## src/rtl/alu_operand_stage.sv

```systemverilog
// Operand A/B select with forwarding and immediate extension,
// latched into a single valid/ready pipeline register.
module alu_operand_stage #(
   parameter int WIDTH     = 32,
   parameter int IMM_WIDTH = 16
) (
   input  logic                 clock,
   input  logic                 reset_n,
   input  logic                 in_valid,
   output logic                 in_ready,
   input  logic                 flush,
   input  logic [1:0]           ALUSrc,
   input  logic [1:0]           fwd_sel_a,
   input  logic [1:0]           fwd_sel_b,
   input  logic [WIDTH-1:0]     reg_rs,
   input  logic [WIDTH-1:0]     reg_rt,
   input  logic [WIDTH-1:0]     exmem_result,
   input  logic [WIDTH-1:0]     memwb_result,
   input  logic [IMM_WIDTH-1:0] immediate,
   output logic                 out_valid,
   input  logic                 out_ready,
   output logic [WIDTH-1:0]     operand_a,
   output logic [WIDTH-1:0]     operand_b,
   input  logic                 clear_stats,
   output logic [15:0]          stall_count
);

   typedef enum logic {EMPTY = 1'b0, FULL = 1'b1} state_t;

   state_t           state_q, state_d;
   logic [WIDTH-1:0] op_a_q, op_a_d;
   logic [WIDTH-1:0] op_b_q, op_b_d;
   logic [15:0]      stall_q, stall_d;

   logic [WIDTH-1:0] sel_a, sel_b, reg_b;
   logic [WIDTH-1:0] imm_sx, imm_zx, imm_up;
   logic             xfer;

   assign out_valid   = (state_q == FULL);
   assign in_ready    = !out_valid || out_ready;
   assign xfer        = in_valid && in_ready && !flush;
   assign operand_a   = op_a_q;
   assign operand_b   = op_b_q;
   assign stall_count = stall_q;

   // Built by overlay so WIDTH == IMM_WIDTH needs no zero-width replication.
   always_comb begin
      imm_sx = {WIDTH{immediate[IMM_WIDTH-1]}};
      imm_sx[IMM_WIDTH-1:0] = immediate;
      imm_zx = '0;
      imm_zx[IMM_WIDTH-1:0] = immediate;
      imm_up = '0;
      imm_up[WIDTH-1 -: IMM_WIDTH] = immediate;
   end

   always_comb begin
      sel_a = reg_rs;
      unique case (fwd_sel_a)
         2'd1:    sel_a = exmem_result;
         2'd2:    sel_a = memwb_result;
         default: sel_a = reg_rs;
      endcase
   end

   always_comb begin
      reg_b = reg_rt;
      unique case (fwd_sel_b)
         2'd1:    reg_b = exmem_result;
         2'd2:    reg_b = memwb_result;
         default: reg_b = reg_rt;
      endcase
   end

   always_comb begin
      sel_b = reg_b;
      unique case (ALUSrc)
         2'd1:    sel_b = imm_sx;
         2'd2:    sel_b = imm_zx;
         2'd3:    sel_b = imm_up;
         default: sel_b = reg_b;
      endcase
   end

   always_comb begin
      state_d = state_q;
      op_a_d  = op_a_q;
      op_b_d  = op_b_q;
      stall_d = stall_q;
      if (flush) begin
         state_d = EMPTY;
      end else if (xfer) begin
         state_d = FULL;
      end else if (out_ready) begin
         state_d = EMPTY;
      end
      if (xfer) begin
         op_a_d = sel_a;
         op_b_d = sel_b;
      end
      if (clear_stats) begin
         stall_d = '0;
      end else if (out_valid && !out_ready && !flush
                   && stall_q != 16'hFFFF) begin
         stall_d = stall_q + 16'd1;
      end
   end

   always_ff @(posedge clock or negedge reset_n) begin
      if (!reset_n) begin
         state_q <= EMPTY;
         op_a_q  <= '0;
         op_b_q  <= '0;
         stall_q <= '0;
      end else begin
         state_q <= state_d;
         op_a_q  <= op_a_d;
         op_b_q  <= op_b_d;
         stall_q <= stall_d;
      end
   end

endmodule

```

## config.mk

```make
export PLATFORM = sky130hd
export DESIGN_NAME = alu_operand_stage
export DESIGN_NICKNAME = d
export VERILOG_FILES = /design/src/rtl/alu_operand_stage.sv
export SDC_FILE = /design/constraint.sdc
export NUM_CORES = 1
export LEC_CHECK = 0
export CAP_MARGIN = 30
export CORE_ASPECT_RATIO = 1.75
export CORE_MARGIN = 2
export CORE_UTILIZATION = 41
export DETAILED_ROUTE_END_ITERATION = 8
export PLACE_DENSITY = 0.81
export SLEW_MARGIN = 20
export SYNTH_ARGS = -nofsm -noshare
export SYNTH_HDL_FRONTEND = slang
export SYNTH_SLANG_ARGS = --single-unit
```

## constraint.sdc

```tcl
create_clock -name clock -period 2.8 [get_ports clock]
set_clock_uncertainty 0.1 [all_clocks]
set_input_delay 0.42 -clock clock [delete_from_list [all_inputs] [get_ports clock]]
set_output_delay 0.42 -clock clock [all_outputs]
set_load 0.02 [all_outputs]
```

==> insert_results.sql <==
INSERT INTO impl_metrics (metric_group, metric, value, unit) VALUES
('worst_setup_path', 'worstPathArrival', '2.53', 'ns'),
('cts', 'htreeDepth', '3', ''),
('logic_synthesis', 'synth_fp_nets', '749', ''),
('grt', 'initial_antenna_violation_count', '0', ''),
('worst_setup_path', 'worst-path-buf-inv', '1', ''),
('logic_synthesis', 'synth.top_cell.area_share', '0.416', ''),
('logic_synthesis', 'ff_latch_count_synth', '81', ''),
('detailed_routing', 'overall_routed_net_length', '20200', 'µm'),
('logic_synthesis', 'ys.warnings.count', '0', ''),
('cts', 'cts.sinks', '81', ''),
('logic_synthesis', 'avgSynthCellArea', '8.29', 'µm²'),
('logic_synthesis', 'yosysTopAreaCell', 'sky130_fd_sc_hd__dfrtp_1', ''),
('detailed_routing', 'route.detailed.drc', '0', ''),
('worst_setup_path', 'timing_worst_setup_path_type', 'in2reg', ''),
('grt', 'grt_max_degree', '84', ''),
('cts', 'cts_tree', 'done', ''),
('layout', 'design_area', '7730', 'µm²'),
('power', 'report.power.total', '4020', 'µW'),
('grt', 'grt_overflow', '0', ''),
('sta', 'final-setup-viol-count', '0', ''),
('logic_synthesis', 'yosys.cell_types.count', '41', ''),
('grt', 'grt_util_all_layers', '0.314', ''),
('cts', 'cts.repair.resized', '0', ''),
('cts', 'cts_inserted_buffers', '9', ''),
('worst_hold_path', 'timing.hold.worst.start', 'operand_a[10]', ''),
('worst_setup_path', 'crit_start', 'out_ready', ''),
('detailed_routing', 'drtIter0Drc', '346', ''),
('cts', 'post_cts.repair.setup_buffers', '0', ''),
('placed_design', 'dpl_cell_area', '7410', 'µm²'),
('floorplan', 'io_pins', '238', ''),
('detailed_routing', 'drt_first_pass_iters', '5', ''),
('sta', 'final_max_slew_viol_count', '0', ''),
('detailed_routing', 'avgViaCountPerCell', '5.97', ''),
('floorplan', 'die_area', '12800', 'µm²'),
('layout', 'n_antenna_cell', '0', ''),
('layout', 'area_of_the_multi_input_gates', '2610', 'µm²'),
('floorplan', 'core', '11600', 'µm²'),
('logic_synthesis', 'yosys.cell_count.top_type', 'sky130_fd_sc_hd__dfrtp_1', ''),
('sta', 'final_min_period_over_clock_period', '0.851', ''),
('placed_design', 'globalplace.congestion', '1.05', ''),
('worst_setup_path', 'setup.worst_path.end_class', 'flop', ''),
('worst_setup_path', 'critPathTopFamily', 'simple AND/OR/NAND/NOR gates', ''),
('layout', 'seqCellArea', '2030', 'µm²'),
('layout', 'layout.filler_cells', '955', ''),
('run_status', 'status', 'completed', ''),
('worst_setup_path', 'crit_path_cell_trace', 'clkdlybuf4s50_1 -> or3b_1 -> or4_1 -> or4_1 -> a21oi_1', ''),
('worst_setup_path', 'critPathMostFrequentCell', 'sky130_fd_sc_hd__or4_1', ''),
('floorplan', 'initial_utilization', '0.421', ''),
('worst_setup_path', 'critical_path_top_delay_cell', 'sky130_fd_sc_hd__or4_1', ''),
('sta', 'timing.slew.headroom', '0.415', ''),
('worst_setup_path', 'regToRegStartpoint', 'out_valid', ''),
('layout', 'count_of_nets_after_finishing', '967', ''),
('logic_synthesis', 'async_flop_share', '1.00', ''),
('worst_setup_path', 'critical_path.max_fanout', '5', ''),
('power', 'leakagePower', '0.00312', 'µW'),
('detailed_routing', 'count_of_antenna_violating_nets_left_after_detailed_routing', '0', ''),
('logic_synthesis', 'post_synth_design_cell_area', '4870', 'µm²'),
('power', 'max-vdd-ir-drop', '0.000423', 'V'),
('worst_setup_path', 'worstPathRequired', '2.95', 'ns'),
('placed_design', 'detailed_place_hpwl', '15600', 'µm'),
('layout', 'synthToLayoutAreaGrowth', '58.7', '%'),
('sta', 'fin_crit', '2.38', 'ns'),
('cts', 'cts.reportedPaths.clkPinSlew', '0.07', 'ns'),
('sta', 'timing_hold_violations_final', '0', ''),
('detailed_routing', 'wl_per_cell', '21.4', 'µm'),
('sta', 'max_slew.worst_pin.slew', '0.877', 'ns'),
('floorplan', 'floorplan.die.height', '148', 'µm'),
('placed_design', 'port_buffers', '237', ''),
('grt', 'first_global_vias', '5624', ''),
('cts', 'clock_tree.root_cell', 'sky130_fd_sc_hd__clkbuf_16', ''),
('cts', 'ctsLongestPathBuffers', '2', '');
## flip-flops by register name, indices dropped and copies added (netlist names)
| register | flops |
|---|---|
| out_valid | 1 |
| operand_b | 32 |
| stall_count | 16 |
| operand_a | 32 |
## cell usage in the layout, fill, tap and decap left out, types with 3 or more instances in the layout
master | netlist | routed
sky130_fd_sc_hd__nor2b_1 | 22 | 22
sky130_fd_sc_hd__mux2_2 | 3 | 3
sky130_fd_sc_hd__clkinvlp_4 | 0 | 3
sky130_fd_sc_hd__nor2_1 | 61 | 61
sky130_fd_sc_hd__and3_1 | 16 | 16
sky130_fd_sc_hd__nand3_1 | 3 | 3
sky130_fd_sc_hd__or3_1 | 4 | 4
sky130_fd_sc_hd__nor3_1 | 6 | 6
sky130_fd_sc_hd__a221oi_1 | 17 | 17
sky130_fd_sc_hd__buf_4 | 0 | 20
sky130_fd_sc_hd__or4_1 | 4 | 4
sky130_fd_sc_hd__nand4_1 | 8 | 8
sky130_fd_sc_hd__dfrtp_1 | 81 | 81
sky130_fd_sc_hd__inv_1 | 8 | 8
sky130_fd_sc_hd__o21ai_0 | 52 | 52
sky130_fd_sc_hd__clkdlybuf4s50_1 | 0 | 236
sky130_fd_sc_hd__a221o_1 | 15 | 15
sky130_fd_sc_hd__nand2_1 | 68 | 68
sky130_fd_sc_hd__ha_1 | 5 | 3
sky130_fd_sc_hd__clkbuf_16 | 0 | 9
sky130_fd_sc_hd__nor4_1 | 3 | 3
sky130_fd_sc_hd__a21oi_1 | 57 | 57
sky130_fd_sc_hd__buf_12 | 0 | 3
sky130_fd_sc_hd__o31ai_1 | 19 | 19
sky130_fd_sc_hd__a22oi_1 | 63 | 63
## routing by layer
layer  vias to the layer above  GRT usage  wire length, µm
met5                         -          0                0
li1                       2626          -                -
met3                        74     0.0633             1320
met1                      2650      0.359             7140
met4                         0      0.179             1280
met2                       294      0.535            10500
## metrics by stage
| stage | hold slack [ns] | std cells | setup slack (ns) |
|---|---|---|---|
| CTS | 0.384 | 945 | 0.430 |
| floorplan | 0.0244 | 588 | 0.438 |
| global route | 0.397 | 946 | 0.357 |
| detailed placement | 0.311 | 928 | 0.0922 |
| global placement | 0.312 | 926 | 0.121 |
| finish | 0.379 | 946 | 0.416 |
## worst reg2reg max path, stage by stage, from the launching register on
cell and delay (ns):
sky130_fd_sc_hd__dfrtp_1 0.37, sky130_fd_sc_hd__or3b_1 0.38, sky130_fd_sc_hd__or4_1 0.61, sky130_fd_sc_hd__or4_1 0.49, sky130_fd_sc_hd__a21oi_1 0.16
## layout make-up
| class | count | area share |
|---|---|---|
| Multi-Input combinational cell | 445 | 0.338 |
| Timing Repair Buffer | 260 | 0.334 |
| Clock inverter | 6 | 0.00858 |
| Clock buffer | 10 | 0.0309 |
| Tap cell | 135 | 0.0218 |
| Sequential cell | 81 | 0.262 |
| Inverter | 9 | 0.00437 |
## logic make-up after synthesis
logic type	after synthesis	synth area share
simple gates	203	0.196
buf+inv	62	0.0496
flops	81	0.416
mux	4	0.00924
fa+ha+maj	5	0.0128
compound gates	233	0.316
## repair_timing
item | 4_1_cts | 5_1_grt
endpoints found under the setup margin | 0 | 0
hold endpoints to repair | 32 | 0
hold buffers | 1 | 0
## worst paths after layout
kind                                  end  slack, ns  cells past startpoint
max                        stall_count[9]       0.42                      5
min                         operand_a[10]       0.38                      2
max reg2reg                stall_count[9]       0.59                      4
min reg2reg                 operand_a[10]       0.38                      2
max in group asynchronous   operand_a[23]       1.46                      3
min in group asynchronous    operand_a[4]       0.48                      2
## power by group
part / switching (µW) / internal (µW) / total (µW)
logic: 670 / 663 / 1330
registers: 107 / 1330 / 1430
clock network: 530 / 718 / 1250
(Power assumes the default switching activity.)
